==> config.mk <==
export PLATFORM = sky130hd
export DESIGN_NAME = seq_arith_engine
export DESIGN_NICKNAME = d
export VERILOG_FILES = /design/src/rtl/arith_pkg.sv /design/src/rtl/seq_arith_engine_muldiv_step.sv /design/src/rtl/seq_arith_engine.sv
export SDC_FILE = /design/constraint.sdc
export NUM_CORES = 1
export LEC_CHECK = 0
export BUFFER_PORTS_ARGS = -buffer_cell sky130_fd_sc_hd__buf_2
export CORE_MARGIN = 3
export CORE_UTILIZATION = 67
export CTS_BUF_LIST = sky130_fd_sc_hd__clkbuf_16
export DETAILED_ROUTE_END_ITERATION = 16
export PLACE_DENSITY = 0.83
export SETUP_SLACK_MARGIN = 0.15
export SLEW_MARGIN = 20
export SYNTH_ARGS = -nofsm -noshare
export SYNTH_HDL_FRONTEND = slang
export SYNTH_SLANG_ARGS = --single-unit
==> constraint.sdc <==
create_clock -name clock -period 5.8 [get_ports clock]
set_clock_uncertainty 0.05 [all_clocks]
set_input_delay 1.16 -clock clock [delete_from_list [all_inputs] [get_ports clock]]
set_output_delay 1.16 -clock clock [all_outputs]
set_load 0.02 [all_outputs]
==> src/rtl/arith_pkg.sv <==
// -----------------------------------------------------------------------------
// arith_pkg
// Shared types for the sequential arithmetic engine and its control unit:
//   op_e    - operation select (ADD, SUB, MUL, DIV)
//   state_e - engine sequencing states (IDLE, RUN, FIX, DONE)
// -----------------------------------------------------------------------------
package arith_pkg;

    typedef enum logic [1:0] {
        OP_ADD = 2'd0,
        OP_SUB = 2'd1,
        OP_MUL = 2'd2,
        OP_DIV = 2'd3
    } op_e;

    typedef enum logic [1:0] {
        IDLE = 2'd0,
        RUN  = 2'd1,
        FIX  = 2'd2,
        DONE = 2'd3
    } state_e;

    localparam int DEFAULT_WIDTH = 8;

endpackage

==> src/rtl/seq_arith_engine_muldiv_step.sv <==
// -----------------------------------------------------------------------------
// muldiv_step
// One combinational iteration of either a radix-2 shift-add multiply or a
// restoring divide, operating on unsigned magnitudes.
// Ports:
//   is_div    in   1         1: restoring-divide step, 0: shift-add step
//   acc       in   2*WIDTH   MUL: partial product; DIV: partial remainder (low WIDTH+1 bits)
//   mcand     in   2*WIDTH   MUL: multiplicand shifted left by iterations done;
//                            DIV: divisor in the low WIDTH bits (never shifted)
//   q         in   WIDTH     MUL: remaining multiplier; DIV: dividend shifting out / quotient shifting in
//   acc_nx, mcand_nx, q_nx   out  next values of the above
// -----------------------------------------------------------------------------
module muldiv_step #(
    parameter int WIDTH = 8
) (
    input  logic                 is_div,
    input  logic [2*WIDTH-1:0]   acc,
    input  logic [2*WIDTH-1:0]   mcand,
    input  logic [WIDTH-1:0]     q,
    output logic [2*WIDTH-1:0]   acc_nx,
    output logic [2*WIDTH-1:0]   mcand_nx,
    output logic [WIDTH-1:0]     q_nx
);

    logic [WIDTH:0]   shifted_s;
    logic [WIDTH+1:0] trial_s;

    // Single iteration: shift-add for MUL, trial subtract and restore for DIV
    always_comb begin
        // Bring the next dividend bit into the partial remainder, then try subtracting.
        shifted_s = {acc[WIDTH-1:0], q[WIDTH-1]};
        trial_s   = {1'b0, shifted_s} - {2'b00, mcand[WIDTH-1:0]};
        if (is_div) begin
            mcand_nx = mcand;
            if (trial_s[WIDTH+1]) begin
                // Borrow: divisor did not fit, keep the shifted remainder.
                acc_nx = {{(WIDTH-1){1'b0}}, shifted_s};
                q_nx   = {q[WIDTH-2:0], 1'b0};
            end else begin
                acc_nx = {{(WIDTH-1){1'b0}}, trial_s[WIDTH:0]};
                q_nx   = {q[WIDTH-2:0], 1'b1};
            end
        end else begin
            if (q[0]) begin
                acc_nx = acc + mcand;
            end else begin
                acc_nx = acc;
            end
            mcand_nx = {mcand[2*WIDTH-2:0], 1'b0};
            q_nx     = {1'b0, q[WIDTH-1:1]};
        end
    end

endmodule

==> src/rtl/seq_arith_engine.sv <==
// -----------------------------------------------------------------------------
// seq_arith_engine
// Start/done four-function arithmetic engine (add/sub/mul/div) with WIDTH-bit
// operands, signed or unsigned per operation. ADD/SUB and divide-by-zero finish
// in one cycle; MUL/DIV iterate WIDTH times then apply a sign fix-up.
// Optional build macro: MUL_EARLY_TERM_EN - MUL leaves the iteration phase as
// soon as the remaining multiplier magnitude is zero (after at least one step).
// Ports:
//   clock        in   1        system clock, rising edge
//   reset        in   1        asynchronous, active-low
//   clear        in   1        synchronous abort back to IDLE, no done
//   start        in   1        operation request, sampled only in IDLE
//   op           in   op_e     ADD / SUB / MUL / DIV
//   is_signed    in   1        operands are two's complement
//   a, b         in   WIDTH    operands (a = dividend / multiplicand)
//   busy         out  1        engine not idle
//   done         out  1        one-cycle pulse, result and flags valid
//   result       out  2*WIDTH  ADD/SUB: extended sum; MUL: product; DIV: {quotient, remainder}
//   zero, ovr    out  1        condition codes, held between operations
//   div_by_zero  out  1        DIV with b == 0
// -----------------------------------------------------------------------------
module seq_arith_engine
    import arith_pkg::*;
#(
    parameter int WIDTH = DEFAULT_WIDTH
) (
    input  logic                 clock,
    input  logic                 reset,
    input  logic                 clear,
    input  logic                 start,
    input  op_e                  op,
    input  logic                 is_signed,
    input  logic [WIDTH-1:0]     a,
    input  logic [WIDTH-1:0]     b,
    output logic                 busy,
    output logic                 done,
    output logic [2*WIDTH-1:0]   result,
    output logic                 zero,
    output logic                 ovr,
    output logic                 div_by_zero
);

    localparam logic [WIDTH-1:0] ONE_W     = {{(WIDTH-1){1'b0}}, 1'b1};
    localparam logic [WIDTH-1:0] LAST_ITER = WIDTH'(WIDTH - 1);

    // Two's-complement magnitude of an operand when signed, otherwise unchanged.
    function automatic logic [WIDTH-1:0] mag(input logic [WIDTH-1:0] x, input logic sgn);
        logic [WIDTH-1:0] m;
        if (sgn && x[WIDTH-1]) begin
            m = -x;
        end else begin
            m = x;
        end
        return m;
    endfunction

    state_e               state_r, next_state_s;
    op_e                  op_r;
    logic                 signed_r, neg_r, aneg_r;
    logic [WIDTH-1:0]     q_r, cnt_r;
    logic [2*WIDTH-1:0]   acc_r, mcand_r;
    logic [2*WIDTH-1:0]   acc_nx_s, mcand_nx_s;
    logic [WIDTH-1:0]     q_nx_s;
    logic                 accept_s, step_s, fix_s, quick_s, run_last_s;

    logic [WIDTH:0]       arith_s;
    logic                 sovf_s;
    logic [2*WIDTH-1:0]   quick_result_s, fix_result_s, prod_s;
    logic                 quick_zero_s, quick_ovr_s, quick_dbz_s;
    logic                 fix_zero_s, fix_ovr_s;
    logic [WIDTH-1:0]     quot_s, rem_s;

    logic                 busy_r, done_r, zero_r, ovr_r, dbz_r;
    logic [2*WIDTH-1:0]   result_r;

    muldiv_step #(.WIDTH(WIDTH)) u_step (
        .is_div   (op_r == OP_DIV),
        .acc      (acc_r),
        .mcand    (mcand_r),
        .q        (q_r),
        .acc_nx   (acc_nx_s),
        .mcand_nx (mcand_nx_s),
        .q_nx     (q_nx_s)
    );

`ifdef MUL_EARLY_TERM_EN
    // Multiplication can stop once no multiplier bits remain to be consumed.
    assign run_last_s = (cnt_r == LAST_ITER) ||
                        ((op_r == OP_MUL) && (q_nx_s == {WIDTH{1'b0}}));
`else
    assign run_last_s = (cnt_r == LAST_ITER);
`endif

    // State register
    always_ff @(posedge clock or negedge reset) begin
        if (!reset) begin
            state_r <= IDLE;
        end else begin
            state_r <= next_state_s;
        end
    end

    // Next-state and per-state control strobes; clear overrides everything
    always_comb begin
        next_state_s = state_r;
        accept_s     = 1'b0;
        step_s       = 1'b0;
        fix_s        = 1'b0;
        quick_s      = 1'b0;
        if (clear) begin
            next_state_s = IDLE;
        end else begin
            case (state_r)
                IDLE: begin
                    if (start) begin
                        accept_s = 1'b1;
                        if ((op == OP_ADD) || (op == OP_SUB) ||
                            ((op == OP_DIV) && (b == {WIDTH{1'b0}}))) begin
                            quick_s      = 1'b1;
                            next_state_s = DONE;
                        end else begin
                            next_state_s = RUN;
                        end
                    end else begin
                        next_state_s = IDLE;
                    end
                end
                RUN: begin
                    step_s = 1'b1;
                    if (run_last_s) begin
                        next_state_s = FIX;
                    end else begin
                        next_state_s = RUN;
                    end
                end
                FIX: begin
                    fix_s        = 1'b1;
                    next_state_s = DONE;
                end
                DONE: begin
                    next_state_s = IDLE;
                end
                default: begin
                    next_state_s = IDLE;
                end
            endcase
        end
    end

    // Single-cycle results: ADD/SUB straight from the inputs, and divide by zero
    always_comb begin
        arith_s = {1'b0, a} + {1'b0, b};
        sovf_s  = 1'b0;
        case (op)
            OP_ADD: begin
                arith_s = {1'b0, a} + {1'b0, b};
                sovf_s  = (a[WIDTH-1] == b[WIDTH-1]) && (arith_s[WIDTH-1] != a[WIDTH-1]);
            end
            OP_SUB: begin
                // Bit WIDTH of the difference is the unsigned borrow.
                arith_s = {1'b0, a} - {1'b0, b};
                sovf_s  = (a[WIDTH-1] != b[WIDTH-1]) && (arith_s[WIDTH-1] != a[WIDTH-1]);
            end
            default: begin
                arith_s = {1'b0, a} + {1'b0, b};
                sovf_s  = 1'b0;
            end
        endcase
        if (op == OP_DIV) begin
            quick_result_s = {{WIDTH{1'b1}}, a};
            quick_zero_s   = 1'b0;
            quick_ovr_s    = 1'b0;
            quick_dbz_s    = 1'b1;
        end else begin
            if (is_signed) begin
                quick_result_s = {{WIDTH{arith_s[WIDTH-1]}}, arith_s[WIDTH-1:0]};
                quick_ovr_s    = sovf_s;
            end else begin
                quick_result_s = {{WIDTH{1'b0}}, arith_s[WIDTH-1:0]};
                quick_ovr_s    = arith_s[WIDTH];
            end
            quick_zero_s = (arith_s[WIDTH-1:0] == {WIDTH{1'b0}});
            quick_dbz_s  = 1'b0;
        end
    end

    // Sign fix-up of the iterated magnitudes and MUL/DIV condition codes
    always_comb begin
        if (neg_r) begin
            prod_s = -acc_r;
            quot_s = -q_r;
        end else begin
            prod_s = acc_r;
            quot_s = q_r;
        end
        if (aneg_r) begin
            rem_s = -acc_r[WIDTH-1:0];
        end else begin
            rem_s = acc_r[WIDTH-1:0];
        end
        if (op_r == OP_MUL) begin
            fix_result_s = prod_s;
            fix_zero_s   = (prod_s == {(2*WIDTH){1'b0}});
            if (signed_r) begin
                fix_ovr_s = (prod_s[2*WIDTH-1:WIDTH] != {WIDTH{prod_s[WIDTH-1]}});
            end else begin
                fix_ovr_s = (prod_s[2*WIDTH-1:WIDTH] != {WIDTH{1'b0}});
            end
        end else begin
            fix_result_s = {quot_s, rem_s};
            fix_zero_s   = (quot_s == {WIDTH{1'b0}});
            // Only MIN / -1 yields a positive quotient magnitude with the top bit set.
            fix_ovr_s    = signed_r && !neg_r && q_r[WIDTH-1];
        end
    end

    // Operand latch on start and iteration datapath
    always_ff @(posedge clock or negedge reset) begin
        if (!reset) begin
            op_r     <= OP_ADD;
            signed_r <= 1'b0;
            neg_r    <= 1'b0;
            aneg_r   <= 1'b0;
            q_r      <= {WIDTH{1'b0}};
            cnt_r    <= {WIDTH{1'b0}};
            acc_r    <= {(2*WIDTH){1'b0}};
            mcand_r  <= {(2*WIDTH){1'b0}};
        end else if (accept_s) begin
            op_r     <= op;
            signed_r <= is_signed;
            neg_r    <= is_signed && (a[WIDTH-1] ^ b[WIDTH-1]);
            aneg_r   <= is_signed && a[WIDTH-1];
            cnt_r    <= {WIDTH{1'b0}};
            acc_r    <= {(2*WIDTH){1'b0}};
            if (op == OP_DIV) begin
                q_r     <= mag(a, is_signed);
                mcand_r <= {{WIDTH{1'b0}}, mag(b, is_signed)};
            end else begin
                q_r     <= mag(b, is_signed);
                mcand_r <= {{WIDTH{1'b0}}, mag(a, is_signed)};
            end
        end else if (step_s) begin
            acc_r   <= acc_nx_s;
            mcand_r <= mcand_nx_s;
            q_r     <= q_nx_s;
            if (cnt_r != {WIDTH{1'b1}}) begin
                cnt_r <= cnt_r + ONE_W;
            end else begin
                cnt_r <= cnt_r;
            end
        end else begin
            acc_r <= acc_r;
        end
    end

    // Registered outputs: result and flags load only on the cycle done rises
    always_ff @(posedge clock or negedge reset) begin
        if (!reset) begin
            busy_r   <= 1'b0;
            done_r   <= 1'b0;
            result_r <= {(2*WIDTH){1'b0}};
            zero_r   <= 1'b0;
            ovr_r    <= 1'b0;
            dbz_r    <= 1'b0;
        end else begin
            busy_r <= (next_state_s != IDLE);
            done_r <= quick_s || fix_s;
            if (quick_s) begin
                result_r <= quick_result_s;
                zero_r   <= quick_zero_s;
                ovr_r    <= quick_ovr_s;
                dbz_r    <= quick_dbz_s;
            end else if (fix_s) begin
                result_r <= fix_result_s;
                zero_r   <= fix_zero_s;
                ovr_r    <= fix_ovr_s;
                dbz_r    <= 1'b0;
            end else begin
                result_r <= result_r;
            end
        end
    end

    assign busy        = busy_r;
    assign done        = done_r;
    assign result      = result_r;
    assign zero        = zero_r;
    assign ovr         = ovr_r;
    assign div_by_zero = dbz_r;

endmodule

==> Word level (Yosys, flattened, before mapping) <==
Cells that the tools add are included.
{ "word_totals": {"register_bits": 76, "in_bits": 23} }
{ "classes": {"addsub": 10, "eq_ne": 15, "muxes": 58, "bitwise": 1, "reduce_logical": 27} }
{ "op_table": {"columns": ["operator", "n"], "rows": [
  ["16-bit 2-to-1 mux", 13],
  ["8-bit 2-to-1 mux", 12],
  ["8-bit negation", 4],
  ["1-bit 2-to-1 mux", 25],
  ["8-bit logical NOT", 3],
  ["9-bit 2-to-1 mux", 2],
  ["16-bit adder", 1],
  ["16-bit logical NOT", 1],
  ["16-bit negation", 1],
  ["2-bit equality test (second input constant)", 5],
  ["9-bit by 8-bit subtractor with 10-bit output", 1],
  ["8-bit by 8-bit adder with 9-bit output", 1],
  ["8-bit by 8-bit subtractor with 9-bit output", 1],
  ["8-bit by 1-bit adder with 8-bit output (second input constant)", 1],
  ["8-bit by 3-bit equality test with 1-bit output (second input constant)", 1],
  ["1-bit logical AND", 8],
  ["2-bit 2-to-1 mux", 4],
  ["8-bit != test", 1],
  ["8-bit != test (second input constant)", 1],
  ["2-bit one-hot mux with 4 select lines", 1],
  ["2-bit nonzero test", 4],
  ["8-bit nonzero test", 1],
  ["2-bit AND reduction", 3],
  ["2-bit by 1-bit equality test with 1-bit output (second input constant)", 2],
  ["other kinds (9)", 14]
]} }

==> Longest topological paths before layout <==
Gate-level depths: netlist of the first run.
{ "depth": {"ltp_word": 8, "ltp_mapped": 12, "ltp_nobuf": 12} }

==> Modules after synthesis <==
Synthesis of the first run repeated with hierarchy kept, for this count alone.
{ "hier_totals": {"hier_cells": 863, "area_unflattened_um2": 7055.5} }
{ "modules_own_cells": {"columns": ["mod", "n_inst", "cells_per_inst", "area_per_inst_um2", "seq_area_each_um2"], "rows": [
  ["seq_arith_engine", 1, 617, 5303.8, 1901.8],
  ["muldiv_step", 1, 246, 1751.7, 0.0]
]} }

==> Worst setup path after synthesis of the first run <==
Ideal clock, no wire load.
{ "synth_timing": {"path_type": "input -> register", "start": "in a[0]", "end": "reg zero_r, in the netlist zero", "setup_ns": 0.095, "arrival_ns": 3.293, "t_required_ns": 5.655, "path_slack_ns": 2.362, "path_stages": 11, "path_cell_list": "ha_1 -> inv_1 -> fa_1 -> o21ba_2 -> o21ai_1 -> a21oi_1 -> o31ai_1 -> a21oi_1 -> xor2_1 -> or4_1 -> o31ai_1"} }
{ "synth_via": {"elab_chain_len": 5, "word_cells_on_any_way": 6, "classes_between": "add/sub (2); mux (3); reduce/logical (1)"} }
{ "synth_lines": {"columns": ["element", "line_no", "source"], "rows": [
  ["start: declaration", "seq_arith_engine.sv:33", "input logic [WIDTH-1:0] a,"],
  ["8-bit by 8-bit adder with 9-bit output / 8-bit by 8-bit subtractor with 9-bit output (equally long branches)", "seq_arith_engine.sv:156, seq_arith_engine.sv:165, seq_arith_engine.sv:161", null],
  ["9-bit 2-to-1 mux (*)", null, null],
  ["8-bit logical NOT (*)", "seq_arith_engine.sv:182", "quick_zero_s = (arith_s[WIDTH-1:0] == {WIDTH{1'b0}});"],
  ["1-bit 2-to-1 mux (*)", "seq_arith_engine.sv:169", "if (op == OP_DIV) begin"],
  ["1-bit 2-to-1 mux (*)", "seq_arith_engine.sv:268", "if (quick_s) begin"],
  ["end signal: assignment", "seq_arith_engine.sv:270", "zero_r <= quick_zero_s;"],
  ["end signal: assignment", "seq_arith_engine.sv:275", "zero_r <= fix_zero_s;"],
  ["end: declaration", "seq_arith_engine.sv:73", "logic busy_r, done_r, zero_r, ovr_r, dbz_r;"]
]} }
Mark *: on every way between the ends. The rest lies on a longest branch, timed or not.
A chain may end at the register's enable or synchronous reset.

==> Final worst setup path of the first run <==
{ "layout_timing": {"start": "in b[5]", "end": "reg ovr_r, in the netlist ovr"} }
{ "layout_via": {"elab_chain_len": 8, "word_cells_on_any_way": 19, "classes_between": "add/sub (2); eq/ne (2); mux (9); reduce/logical (6)"} }
{ "layout_lines": {"columns": ["element", "line_no", "source"], "rows": [
  ["start: declaration", "seq_arith_engine.sv:34", "input logic [WIDTH-1:0] b,"],
  ["branches (longest 8 deep; another with 8-bit by 8-bit subtractor with 9-bit output)", null, null],
  ["end signal: assignment", "seq_arith_engine.sv:271", "ovr_r <= quick_ovr_s;"],
  ["end signal: assignment", "seq_arith_engine.sv:276", "ovr_r <= fix_ovr_s;"],
  ["end: declaration", "seq_arith_engine.sv:73", null]
]} }
Several ways; the timed one is not identified.

==> impl_metrics.ini, run 1 <==
[run_status]
status = finished clean

[yosys]
synth_area_leaders = dfrtp_1, ha_1, nand2_1, o21ai_0, xnor2_1
ys_warn_count = 0
syn_inst = 838
syn_avg_cell_area_um2 = 7.90
synthArstFlopShare = 1.00
ys.flop_type = dfrtp_1
synth.most_common_cell = nand2_1
syn_nets = 909
synth.distinct_cells = 66
ys_seq_area_frac = 0.287
synth-adder-area-share = 0.0953
yosysTopAreaCell = dfrtp_1
synth-compound-area-share = 0.250
synthSimpleGateAreaFrac = 0.209
synth_top_area_frac = 0.287
synthMuxAreaShare = 0.0380
synth_xor_area_frac = 0.0688
synth_edf_count = 0
synth_area_mm2 = 0.00662
synth_seq_cells = 76
synth_top_family_by_area = compound AO/OA/AOI/OAI gates
yosys-top-cells-count = nand2_1, dfrtp_1, nor2_1

[critical_path]
path_depth = 6
reg2regPathDepth = 10
crit_type = in2reg
start_kind = input port
cp_slowest_stage_delay_ns = 0.78
critPathMaxFanout = 36
slowest_stage = nand2_1
path_cells = buf_2 -> or4_1 -> o41ai_1 -> nand2_1 -> o21a_1 -> o32a_1
worstPathArrival_ns = 3.88
worstSetupEndpointType = flop
crit_family = simple AND/OR/NAND/NOR gates
crit_buf_inv = 1
worstPathRequired_ns = 5.96

[power]
leakagePower_nw = 3.23
p_per_area_mw_per_mm2 = 486
power_mw = 3.50
ir_drop_mv = 0.401

[clock_network]
insertion_delay_ns = 0.33
cts.sinks = 76
postCtsHoldBufs = 0
cts_max_level = 3
cts_tree = built
numCtsBuffers = 9
clkTransAtPathRegs_ns = 0.06
post_cts_buffers = 0
cts_root_buf = clkbuf_16
clock_path_buffers = 2
post_cts_resized = 0

[layout]
multi_input_area_mm2 = 0.00439
drive_gt1_frac = 0.0890
seqCellArea_mm2 = 0.00190
layout.nets = 920
synthToLayoutAreaGrowth_pct = 8.79
antenna_cells = 0
fillers = 699

[timing]
tightest_slew_ns = 1.01
relSlewSlack = 0.328
finalSetupViolations = 0
max_freq_mhz = 269
min_period_ns = 3.72
period_share = 0.641
timing.final.hold_violations = 0
rsz0062_at_grt = no
fin_setup_tns_ns = 0
whs_ns = 0.453
slew_violations = 0

[detailed_routing]
via_count = 6465
firstDrtPassIters = 6
post_drt_wl_per_cell_um = 18.9
routed_wl_um = 18500
drt_iter0_drc = 681
postRouteAntennaNets = 0
route.detailed.drc = 0
vias_per_cell = 6.58

[grt]
grt_pass1_wl_um = 30300
grt_max_degree = 77
overflow = 0
antenna_found_initial = 0
groute.usage.overall = 0.334
grt_pass1_vias = 6087

[floorplanning]
fp.dieArea_mm2 = 0.0111
die-height_um = 105
initial_core_util = 0.703
floorplan.die.width_um = 105
core_area_mm2 = 0.00942
io_pins = 44
placement_rows = 35

[placement]
port-buffer-count = 43
gp_congestion = 0.944
dpl.hpwl_um = 13300

[flow_run]
cap_violations = 0

[worst_hold_path]
hold_path_class = reg2reg
hold_path_depth = 2
## state kept, by name, indices dropped and copies added (netlist names), 2 cells and up
signal   flops
cnt_r        8
result      16
q_r          8
acc_r       16
state_r      2
op_r         2
mcand_r     16
## power breakdown
group	leakage, nW	switching, mW	internal [mW]
Combinational	2.10	1.08	0.777
Sequential	0.964	0.278	0.711
Clock	0.163	0.232	0.419
## cell type report
| cell class | count | share of cell area |
|---|---|---|
| Clock buffer | 9 | 0.0313 |
| Clock inverter | 7 | 0.0160 |
| Inverter | 41 | 0.0214 |
| Multi-Input combinational cell | 674 | 0.610 |
| Sequential cell | 76 | 0.264 |
| Tap cell | 129 | 0.0224 |
| Timing Repair Buffer | 47 | 0.0344 |
## layout by cell type (no fill, tap or decap), drive strengths merged, types with 6 or more instances in the layout
cell / netlist / routed
clkbuf: 41 / 9
xnor2: 38 / 38
nand3: 23 / 23
nand2: 103 / 103
a21oi: 64 / 64
inv: 41 / 41
nand4: 6 / 6
o41ai: 7 / 7
dfrtp: 76 / 76
buf: 6 / 47
a21o: 7 / 7
or3: 11 / 11
nor3: 25 / 25
o21a: 9 / 9
o211ai: 13 / 13
a211oi: 19 / 19
nor2: 71 / 71
nor2b: 12 / 12
nand2b: 11 / 11
a31oi: 10 / 10
xor2: 14 / 14
mux2i: 24 / 24
ha: 44 / 44
o21ai: 73 / 73
o31ai: 10 / 10
a22o: 11 / 11
## stage by stage
| step | area, um2 | setup slack, ns | util | cells |
|---|---|---|---|---|
| 6_report | 7200 | 2.08 | 0.765 | 983 |
| 3_5_place_dp | 6850 | 1.82 | 0.728 | 967 |
| 3_3_place_gp | 6850 | 1.89 | 0.728 | 967 |
| 2_1_floorplan | 6620 | 2.36 | - | 838 |
| 4_1_cts | 7190 | 2.18 | 0.764 | 983 |
| 5_1_grt | 7200 | 1.87 | 0.765 | 983 |
## cell families (layout without fill, tap and decap cells)
logic type / Yosys count / after routing
DFF: 76 / 76
buffers and inverters: 88 / 104
and+or+nand+nor: 291 / 291
xor gates and xnor gates: 52 / 52
AOI/OAI and AO/OA: 258 / 258
adders and majority gates: 48 / 48
muxes: 25 / 25
## routing by layer
layer	global-route usage	wire length, um	up-vias
li1	-	-	3037
met1	0.464	8090	3092
met2	0.543	8760	285
met3	0.0392	1170	51
met4	0.111	527	0
met5	0	0	-
## worst paths after layout
path / endpoint / from / slack [ns]
setup reg to reg: acc_r[14]$_DFFE_PN0P_ / acc_r[0]$_DFFE_PN0P_ / 2.13
setup / recovery: ovr$_DFFE_PN0P_ / b[5] / 2.08
hold / removal: aneg_r$_DFFE_PN0P_ / aneg_r$_DFFE_PN0P_ / 0.45
hold reg to reg: aneg_r$_DFFE_PN0P_ / aneg_r$_DFFE_PN0P_ / 0.45
max in group asynchronous: mcand_r[6]$_DFFE_PN0P_ / reset / 4.13
min in group asynchronous: mcand_r[12]$_DFFE_PN0P_ / reset / 0.92
## worst register-to-register path: stages, from the launching register on
cell and delay, ns:
dfrtp_1 0.51, ha_1 0.31, fa_1 0.41, a21o_1 0.18, a21oi_1 0.22, o21ai_0 0.19, o41ai_1 0.82, o2111ai_1 0.28
a31oi_1 0.28, xnor2_1 0.11, a22o_1 0.20
Power figures use the tool's default switching activity.
==> run 2, diff against run 1 <==
Settings changed: CORE_UTILIZATION 67 to 62, PLACE_DENSITY 0.83 to 0.77.
Clock period 5.8 ns to 3.6 ns, I/O delays scaled along.
==> run 2 against run 1 <==
- final cell count is 2.0% higher
- hold slack got worse by 0.0090 ns
- first-iteration DRC count down 23%
- power is 60% higher
- sequential cell count did not move
- die area rose by 7.6%
- highest routed layer unchanged
- clock power increased by 47%
- sequential power up 52%
- non-clock buffer count is 14 higher
- via count is 0.51% lower
- critical path depth increased by 5
- largest power group unchanged
- core utilization shrank 6.2 points
- critical path type is now reg2reg
==> impl_metrics.ini, run 2 (synthesis results as in run 1) <==
[run_status]
status = finished clean

[clock_network]
clock_path_buffers = 2
insertion_delay_ns = 0.35
post_cts_buffers = 0
cts_root_buf = clkbuf_16
post_cts_resized = 0
cts_max_level = 3
clkTransAtPathRegs_ns = 0.06
numCtsBuffers = 9
postCtsHoldBufs = 0
cts.sinks = 76
cts_tree = built

[critical_path]
worstSetupEndpointType = flop
slowest_stage = dfrtp_1
path_cells = ha_1 -> fa_1 -> a21o_1 -> a21oi_1 -> o21ai_0 -> o41ai_1 -> buf_4 -> nor2_1 -> o32ai_1 -> xnor2_1 -> a22o_1
critPathMaxFanout = 9
crit_type = reg2reg
reg2regPathDepth = 11
rrSetupSlack_ns = 0.38
timing.rr.end = acc_r[12]$_DFFE_PN0P_
worstPathRequired_ns = 3.78
start_kind = flop
crit_family = compound AO/OA/AOI/OAI gates
cp_slowest_stage_delay_ns = 0.50
r2r-start = acc_r[0]$_DFFE_PN0P_
worstPathArrival_ns = 3.40
crit_buf_inv = 1

[floorplanning]
io_pins = 44
floorplan.die.width_um = 109
initial_core_util = 0.638
core_area_mm2 = 0.0104
fp.dieArea_mm2 = 0.0119
die-height_um = 109
placement_rows = 37

[timing]
slew_violations = 0
max_freq_mhz = 310
setup_ws_ns = 0.378
rsz0062_at_grt = no
tightest_slew_ns = 0.951
fin_setup_tns_ns = 0
relSlewSlack = 0.366
whs_ns = 0.444
period_share = 0.895
min_period_ns = 3.22
finalSetupViolations = 0
timing.final.hold_violations = 0

[worst_hold_path]
whs_endpoint = div_by_zero$_DFFE_PN0P_
hp-start = div_by_zero$_DFFE_PN0P_
hold_path_class = reg2reg
hold_path_depth = 2

[detailed_routing]
firstDrtPassIters = 5
postRouteAntennaNets = 0
routed_wl_um = 18800
post_drt_wl_per_cell_um = 18.7
via_count = 6432
vias_per_cell = 6.41
route.detailed.drc = 0
drt_iter0_drc = 522

[layout]
fillers = 855
layout.nets = 934
synthToLayoutAreaGrowth_pct = 10.1
final_common_cell = nand2_1
antenna_cells = 0
seqCellArea_mm2 = 0.00190
post-route-util = 0.702
layout_common_cells = nand2_1, dfrtp_1, nor2_1
multi_input_area_mm2 = 0.00439
drive_gt1_frac = 0.101

[power]
switching_power_mw = 2.53
power_frac_seq = 0.269
swShare = 0.454
leakagePower_nw = 3.29
p_int_mw = 3.05
p_clk_frac = 0.171
p_per_area_mw_per_mm2 = 766
power_frac_comb = 0.560
power_mw = 5.58
ir_drop_mv = 0.716

[placement]
place_ws_ns = 0.196
dpl.hpwl_um = 14100
gp_congestion = 0.937
port-buffer-count = 43

[grt]
overflow = 0
groute.usage.overall = 0.326
grt_pass1_wl_um = 30600
grt_max_degree = 77
antenna_found_initial = 0
grt_pass1_vias = 6064

[flow_run]
cap_violations = 0
==> run 2: changes by cell type in the layout (fill, tap and decap cells not counted), sizes merged <==
cell	change
buf	+14
bufinv	-1
==> run 2: how the worst max path moves through the flow <==
| stage | to | slack, ns | cells after the start | start |
|---|---|---|---|---|
| 3_3_place_gp | zero$_DFFE_PN0P_ | 0.23 | 12 | b[0] |
| 6_report | acc_r[12]$_DFFE_PN0P_ | 0.38 | 11 | acc_r[0]$_DFFE_PN0P_ |
| 5_1_grt | acc_r[14]$_DFFE_PN0P_ | 0.23 | 11 | acc_r[0]$_DFFE_PN0P_ |
| 4_1_cts | acc_r[12]$_DFFE_PN0P_ | 0.41 | 11 | acc_r[0]$_DFFE_PN0P_ |
| 2_1_floorplan | acc_r[12]$_DFFE_PN0P_ | 0.60 | 10 | acc_r[0]$_DFFE_PN0P_ |
| 3_5_place_dp | zero$_DFFE_PN0P_ | 0.20 | 12 | b[0] |
==> run 2: final cells by class <==
cell class / count / area share
clock inverters: 6 / 0.0110
clock buffers: 9 / 0.0309
inverters: 41 / 0.0211
repair buffers: 61 / 0.0502
multi-input cells: 674 / 0.602
flip-flops and latches: 76 / 0.261
well taps: 136 / 0.0234
==> run 2: metal layers <==
| layer | share of wire | track usage | wire length, um | up-vias |
|---|---|---|---|---|
| li1 | - | - | - | 3062 |
| met1 | 0.44 | 0.453 | 8290 | 3063 |
| met2 | 0.46 | 0.523 | 8700 | 265 |
| met3 | 0.065 | 0.0405 | 1220 | 42 |
| met4 | 0.029 | 0.123 | 545 | 0 |
| met5 | 0 | 0 | 0 | - |
==> run 2: power by group through the flow <==
| stage | Clock (mW) | Combinational, mW | Sequential [mW] |
|---|---|---|---|
| floorplan | 0 | 2.28 | 1.49 |
| global placement | 0 | 2.93 | 1.49 |
| detailed placement | 0 | 3.06 | 1.50 |
| CTS | 0.963 | 3.08 | 1.49 |
| global route | 1.01 | 3.48 | 1.54 |
| finish | 0.955 | 3.12 | 1.50 |
==> run 2: stage by stage <==
stage | cell area, um2 | instances
after floorplan | 6620 | 838
after global placement | 6980 | 988
after detailed placement | 6980 | 988
after CTS | 7280 | 1003
after global routing | 7280 | 1003
final | 7280 | 1003
==> run 2: worst min-delay path, stage by stage, from the launching register on <==
cell	delay [ns]
dfrtp_1	0.34
nand3_1	0.06
o21ai_0	0.06
